==> config.mk <==
export PLATFORM = sky130hd
export DESIGN_NAME = slave_port
export DESIGN_NICKNAME = d
export VERILOG_FILES = /design/src/rtl/bus_pkg.sv /design/src/rtl/slave_mem.sv /design/src/rtl/slave_port.sv
export SDC_FILE = /design/constraint.sdc
export NUM_CORES = 2
export LEC_CHECK = 0
export ABC_AREA = 1
export ABC_CLOCK_PERIOD_IN_PS = 12600
export BUFFER_PORTS_ARGS = -buffer_cell sky130_fd_sc_hd__buf_2
export CORE_MARGIN = 2
export CORE_UTILIZATION = 56
export CTS_CLUSTER_DIAMETER = 50
export DETAILED_ROUTE_END_ITERATION = 8
export PLACE_DENSITY = 0.72
export SYNTH_ARGS = -nofsm -noshare
export SYNTH_HDL_FRONTEND = slang
export SYNTH_SLANG_ARGS = --single-unit
==> constraint.sdc <==
create_clock -name clk -period 12.6 [get_ports clk]
set_input_delay 1.26 -clock clk [delete_from_list [all_inputs] [get_ports clk]]
set_output_delay 1.26 -clock clk [all_outputs]
set_load 0.005 [all_outputs]
==> src/rtl/bus_pkg.sv <==
// Shared definitions for the serial system bus: controller state encoding and default widths.
// Latency: n/a (types and constants only).
// Backpressure: n/a.
// Used by the slave port, master mux and arbiter so all ends agree on widths and states.
package bus_pkg;

  localparam int ADDR_WIDTH_DEF     = 12;
  localparam int MEM_ADDR_WIDTH_DEF = 8;
  localparam int DATA_WIDTH_DEF     = 8;
  localparam int BURST_WIDTH_DEF    = 4;

  typedef enum logic [2:0] {
    IDLE   = 3'd0,
    ADDR   = 3'd1,
    WDATA  = 3'd2,
    RFETCH = 3'd3,
    RDATA  = 3'd4
  } state_t;

endpackage

==> src/rtl/slave_mem.sv <==
// Local word memory of a slave: 2**MEM_ADDR_WIDTH words of DATA_WIDTH bits, one write port, one registered read port.
// Latency: write lands on the enabling edge; read data appears one cycle after rd_addr is presented.
// Backpressure: none; always accepts.
// Ports: clk; wr_en/wr_addr/wr_dat write port; rd_addr in, rd_dat out (registered). Contents are not reset.
module slave_mem
  import bus_pkg::*;
#(
  parameter int MEM_ADDR_WIDTH = MEM_ADDR_WIDTH_DEF,
  parameter int DATA_WIDTH     = DATA_WIDTH_DEF
) (
  input  logic                      clk,
  input  logic                      wr_en,
  input  logic [MEM_ADDR_WIDTH-1:0] wr_addr,
  input  logic [DATA_WIDTH-1:0]     wr_dat,
  input  logic [MEM_ADDR_WIDTH-1:0] rd_addr,
  output logic [DATA_WIDTH-1:0]     rd_dat
);

  logic [DATA_WIDTH-1:0] mem [2**MEM_ADDR_WIDTH];
  logic [DATA_WIDTH-1:0] rd_dat_q;

  always_ff @(posedge clk) begin
    if (wr_en) begin
      mem[wr_addr] <= wr_dat;
    end
    rd_dat_q <= mem[rd_addr];
  end

  assign rd_dat = rd_dat_q;

endmodule

==> src/rtl/slave_port.sv <==
// Responder end of the serial bus: deserialises address/burst/write data, accesses local memory, serialises read data.
// Latency: first read bit is valid one cycle (RFETCH) after the last address bit; tx_done pulses the cycle after the last beat.
// Backpressure: slave_ready drops in RFETCH/RDATA; master_ready=0 holds rx_data/slave_valid stable.
// Ports: clk, rst (sync, active-high); master_valid/master_ready handshakes; read_en/write_en sampled at start;
//        tx_address/tx_data/tx_burst serial in; slave_ready/slave_valid/rx_data/busy/tx_done out (all registered).
module slave_port
  import bus_pkg::*;
#(
  parameter int ADDR_WIDTH     = ADDR_WIDTH_DEF,
  parameter int MEM_ADDR_WIDTH = MEM_ADDR_WIDTH_DEF,
  parameter int DATA_WIDTH     = DATA_WIDTH_DEF,
  parameter int BURST_WIDTH    = BURST_WIDTH_DEF
) (
  input  logic clk,
  input  logic rst,
  input  logic master_valid,
  input  logic master_ready,
  input  logic read_en,
  input  logic write_en,
  input  logic tx_address,
  input  logic tx_data,
  input  logic tx_burst,
  output logic slave_ready,
  output logic slave_valid,
  output logic rx_data,
  output logic busy,
  output logic tx_done
);

  localparam int MAXW = (ADDR_WIDTH > DATA_WIDTH) ? ADDR_WIDTH : DATA_WIDTH;
  localparam int CW   = $clog2(MAXW + 1);
  localparam logic [CW-1:0] ADDR_LAST  = CW'(ADDR_WIDTH - 1);
  localparam logic [CW-1:0] DATA_LAST  = CW'(DATA_WIDTH - 1);
  localparam logic [CW-1:0] BURST_BITS = CW'(BURST_WIDTH);

  state_t                  state_q, state_d;
  logic                    is_wr_q, is_wr_d;
  logic [ADDR_WIDTH-1:0]   addr_q, addr_d;
  logic [BURST_WIDTH-1:0]  burst_q, burst_d;
  logic [BURST_WIDTH-1:0]  beat_q, beat_d;
  logic [CW-1:0]           cnt_q, cnt_d;
  logic [DATA_WIDTH-1:0]   sr_q, sr_d;
  logic                    slave_ready_q, slave_ready_d;
  logic                    slave_valid_q, slave_valid_d;
  logic                    rx_data_q, rx_data_d;
  logic                    busy_q, busy_d;
  logic                    tx_done_q, tx_done_d;

  logic                    in_xfer, out_xfer, mem_we;
  logic [DATA_WIDTH-1:0]   mem_rd_dat;

  assign in_xfer  = master_valid & slave_ready_q;
  assign out_xfer = slave_valid_q & master_ready;

  always_comb begin
    state_d   = state_q;
    is_wr_d   = is_wr_q;
    addr_d    = addr_q;
    burst_d   = burst_q;
    beat_d    = beat_q;
    cnt_d     = cnt_q;
    sr_d      = sr_q;
    tx_done_d = 1'b0;
    mem_we    = 1'b0;

    case (state_q)
      IDLE: begin
        // Address and burst arrive LSB first and are shifted in from the top,
        // so stale contents are fully flushed by the time the field completes.
        if (in_xfer && (read_en ^ write_en)) begin
          is_wr_d = write_en;
          addr_d  = {tx_address, addr_q[ADDR_WIDTH-1:1]};
          burst_d = {tx_burst, burst_q[BURST_WIDTH-1:1]};
          cnt_d   = CW'(1);
          state_d = ADDR;
        end
      end
      ADDR: begin
        if (in_xfer) begin
          addr_d = {tx_address, addr_q[ADDR_WIDTH-1:1]};
          if (cnt_q < BURST_BITS) begin
            burst_d = {tx_burst, burst_q[BURST_WIDTH-1:1]};
          end
          cnt_d = cnt_q + 1'b1;
          if (cnt_q == ADDR_LAST) begin
            cnt_d   = '0;
            beat_d  = '0;
            state_d = is_wr_q ? WDATA : RFETCH;
          end
        end
      end
      WDATA: begin
        if (in_xfer) begin
          sr_d  = {tx_data, sr_q[DATA_WIDTH-1:1]};
          cnt_d = cnt_q + 1'b1;
          if (cnt_q == DATA_LAST) begin
            mem_we                      = 1'b1;
            cnt_d                       = '0;
            addr_d[MEM_ADDR_WIDTH-1:0]  = addr_q[MEM_ADDR_WIDTH-1:0] + 1'b1;
            beat_d                      = beat_q + 1'b1;
            if (beat_q == burst_q) begin
              state_d   = IDLE;
              tx_done_d = 1'b1;
            end
          end
        end
      end
      RFETCH: begin
        sr_d    = mem_rd_dat;
        state_d = RDATA;
      end
      RDATA: begin
        if (out_xfer) begin
          sr_d  = {1'b0, sr_q[DATA_WIDTH-1:1]};
          cnt_d = cnt_q + 1'b1;
          if (cnt_q == DATA_LAST) begin
            cnt_d                      = '0;
            addr_d[MEM_ADDR_WIDTH-1:0] = addr_q[MEM_ADDR_WIDTH-1:0] + 1'b1;
            beat_d                     = beat_q + 1'b1;
            if (beat_q == burst_q) begin
              state_d   = IDLE;
              tx_done_d = 1'b1;
            end else begin
              state_d = RFETCH;
            end
          end
        end
      end
      default: state_d = IDLE;
    endcase

    // Outputs are registered from the next state so they line up with it.
    slave_ready_d = (state_d == IDLE) || (state_d == ADDR) || (state_d == WDATA);
    slave_valid_d = (state_d == RDATA);
    busy_d        = (state_d != IDLE);
    rx_data_d     = (state_d == RDATA) & sr_d[0];
  end

  // Read port is addressed with the next address so the word is already
  // registered in the memory while the controller sits in RFETCH.
  slave_mem #(
    .MEM_ADDR_WIDTH (MEM_ADDR_WIDTH),
    .DATA_WIDTH     (DATA_WIDTH)
  ) u_mem (
    .clk     (clk),
    .wr_en   (mem_we & ~rst),
    .wr_addr (addr_q[MEM_ADDR_WIDTH-1:0]),
    .wr_dat  (sr_d),
    .rd_addr (addr_d[MEM_ADDR_WIDTH-1:0]),
    .rd_dat  (mem_rd_dat)
  );

  always_ff @(posedge clk) begin
    if (rst) begin
      state_q       <= IDLE;
      is_wr_q       <= 1'b0;
      addr_q        <= '0;
      burst_q       <= '0;
      beat_q        <= '0;
      cnt_q         <= '0;
      sr_q          <= '0;
      slave_ready_q <= 1'b0;
      slave_valid_q <= 1'b0;
      rx_data_q     <= 1'b0;
      busy_q        <= 1'b0;
      tx_done_q     <= 1'b0;
    end else begin
      state_q       <= state_d;
      is_wr_q       <= is_wr_d;
      addr_q        <= addr_d;
      burst_q       <= burst_d;
      beat_q        <= beat_d;
      cnt_q         <= cnt_d;
      sr_q          <= sr_d;
      slave_ready_q <= slave_ready_d;
      slave_valid_q <= slave_valid_d;
      rx_data_q     <= rx_data_d;
      busy_q        <= busy_d;
      tx_done_q     <= tx_done_d;
    end
  end

  assign slave_ready = slave_ready_q;
  assign slave_valid = slave_valid_q;
  assign rx_data     = rx_data_q;
  assign busy        = busy_q;
  assign tx_done     = tx_done_q;

endmodule
==> flow_metrics.tcl <==
set metrics [dict create \
    run_status "finished, final reports clean" \
    worstSetupStartpointType "flip-flop" \
    syn-cell-area_um2 91600 \
    critPathMostFrequentCell "nand3_1" \
    start_util_pct 56.4 \
    cts.clk_slew.worst_paths_ns 0.06 \
    fmax_mhz 164 \
    drt_iter0_drc 8558 \
    worst_path_largest_cell_delay_ns 0.77 \
    hp-class "flip-flop to flip-flop" \
    arrival_ns 6.88 \
    ys_top_cells_by_count "2144 x nand2_1, 2048 x edfxtp_1, 1724 x nand3_1, 1177 x inv_1, 337 x nand3b_1" \
    syn_nets 8555 \
    wl_um 248000 \
    layout.nets 8349 \
    vias 62800 \
    synth.avg_cell_area_um2 10.7 \
    p_leak_nw 38.7 \
    peakVddDrop_mv 0.130 \
    cts_tree "built" \
    cp.required_ns 13.37 \
    io_pins 14 \
    synth.top_cells.by_area "edfxtp_1 67%, nand3_1 9.4%, nand2_1 8.8%" \
    grt_max_degree 186 \
    antenna_found_initial 6 \
    area_growth_pct 8.65 \
    root_buffer "clkbuf_16" \
    synth_cell_types 43 \
    drt.antenna.violating_nets 0 \
    gr-total-overflow 0 \
    dieArea_um2 167000 \
    fin_crit_sh_pct 48.5 \
    numCtsBuffers 210 \
    cts_resized 0 \
    die_h_um 408 \
    rows 148 \
    tns_ns 0 \
    dp_hpwl_um 135000 \
    fillers 12800 \
    port_buffers 13 \
    ys_async_sr_fraction_pct 0 \
    fin_hold_ws_ns 0.453 \
    setup_viol 0 \
    cts.sinks 2097 \
    worst_pin_slew_ns 1.40 \
    synthFlopType "edfxtp_1" \
    viasPerCell 5.88 \
    final_layout_size_suffix_gt1_share_pct 5.28 \
    gp_congestion 0.894 \
    fin_crit_ns 6.11 \
    layout_setup_ws_ns 6.49 \
    die_w_um 408 \
    synth_edf_count 2048 \
    clk_latency_ns 0.87 \
    cts_hold_buf 0 \
    synth-seq-cells 2097 \
    hold_violations 0 \
    grt_pass1_wl_um 372000 \
    grt_pass1_vias 60200 \
    grt_usage_pct 29.4 \
    dr.pass1.iters 7 \
    synth_seq_area_share_pct 68.2 \
    critPathKind "flip-flop to flip-flop" \
    post-place-ws_ns 5.81 \
    yosysTopAreaCell "edfxtp_1" \
    coreArea_um2 163000 \
    netlist_instances 8540 \
    clock_skew_ns 0.0695 \
    max-cap-violations 0 \
    synth_most_common_cell "nand2_1" \
    post-cts-setup-buffers 0 \
    cp-end-kind "flip-flop" \
    synth_warnings 0 \
    slowest_stage "buf_4" \
    wl_per_cell_um 23.2 \
    htree_levels 4 \
    drc 0 \
    cp_max_fo 113 \
    max_slew_margin_pct 6.25 \
    powerDensity_nw_per_um2 138 \
    synth_top_area_share_pct 67.1 \
    cp_cell_sequence "inv_2, nor2_1, nand2_1, nand3_2, nand2_8, nand2_8, buf_4, buf_4, buf_4, nand2_1, nand3_1, nand3_1, nand3_1, nand3_1, nand3_1, nand3_1, nand3_1, nand2_1" \
    cts_buffer_depth 3 \
    slew_violations 0 \
    rsz0062_at_grt "no" \
]
## layout by cell type (no fill, tap or decap), types with 53 or more instances in the layout
master     instances
clkbuf_1          53
nor2_1           299
nand3_1         1716
nand3b_1         337
o211ai_1         114
edfxtp_1        2048
nand2_1         2137
inv_1           1174
buf_4             79
clkbuf_16        213
## cell type report
| class | instances | area (um2) | area share (%) |
|---|---|---|---|
| Clock inverter | 121 | 1190 | 1.19 |
| Tap cell | 2175 | 2720 | 2.73 |
| Clock buffer | 266 | 5530 | 5.55 |
| Sequential cell | 2097 | 62500 | 62.8 |
| Multi-Input combinational cell | 4731 | 22200 | 22.3 |
| Timing Repair Buffer | 106 | 923 | 0.928 |
| Inverter | 1188 | 4490 | 4.51 |
| Antenna cell | 3 | 7.51 | 0.00754 |
## report_power, final
| part | total (mW) | leakage, nW | internal (mW) | switching, mW |
|---|---|---|---|---|
| Combinational | 0.0273 | 16.5 | 0.00807 | 0.0192 |
| Clock | 6.15 | 3.25 | 3.48 | 2.68 |
| Sequential | 7.54 | 19.0 | 7.54 | 0.00397 |
| Total | 13.7 | 38.7 | 11.0 | 2.70 |
## metrics by stage
step / utilization [%] / power (mW) / area, um2 / std cells
final: 61.2 / 13.7 / 99500 / 10700
after global routing: 61.2 / 14.0 / 99500 / 10700
after CTS: 61.2 / 13.8 / 99500 / 10700
after detailed placement: 57.1 / 7.72 / 92800 / 10300
after floorplan: - / 7.70 / 91600 / 8540
after global placement: 57.1 / 7.71 / 92800 / 10300
## per-layer routing
layer	part of all wire (%)	routed length [um]	GRT usage (%)	up-vias
met2	45	113000	44.7	3719
met5	0.020	49	0	-
met4	4.9	12300	14.5	8
li1	-	-	-	28300
met3	11	28400	5.98	604
met1	38	95100	40.6	30200
## kinds of logic (layout without fill, tap and decap cells)
family | after synthesis | after routing | share of synthesized area [%]
adder cells (fa/ha/maj) | 6 | 6 | 0.0819
other | 0 | 3 | 0
flip-flops | 2097 | 2097 | 68.2
AND/OR/NAND/NOR | 4546 | 4546 | 22.5
XOR/XNOR | 7 | 7 | 0.0669
AO/OA/AOI/OAI | 172 | 172 | 1.36
buffers and inverters | 1712 | 1681 | 7.83
## path summary, 6_finish.rpt
kind / slack (ns) / cells after the start / start / to
worst max register to register: 6.49 / 18 / state_q[2]$_SDFF_PP0_ / u_mem.rd_dat[2]$_DFF_P_
worst min register to register: 0.45 / 2 / is_wr_q$_SDFFE_PP0P_ / is_wr_q$_SDFFE_PP0P_
worst min-delay path: 0.45 / 2 / is_wr_q$_SDFFE_PP0P_ / is_wr_q$_SDFFE_PP0P_
worst max-delay path: 6.49 / 18 / state_q[2]$_SDFF_PP0_ / u_mem.rd_dat[2]$_DFF_P_
## registers in the layout, indices dropped and copies added (netlist names)
| name | cells |
|---|---|
| u_mem.mem | 2048 |
| addr_q | 12 |
| sr_q | 8 |
| u_mem.rd_dat | 8 |
| beat_q | 4 |
| burst_q | 4 |
| cnt_q | 4 |
| state_q | 3 |
| busy | 1 |
| is_wr_q | 1 |
| rx_data | 1 |
| slave_ready | 1 |
| slave_valid | 1 |
| tx_done | 1 |
## critical path, delay by kind of cell (launching register included)
kind / cells / cell delay [ns]
and+or+nand+nor: 14 / 3.05
buffers and inverters: 4 / 2.25
DFF: 1 / 0.47
(Power assumes the default switching activity.)
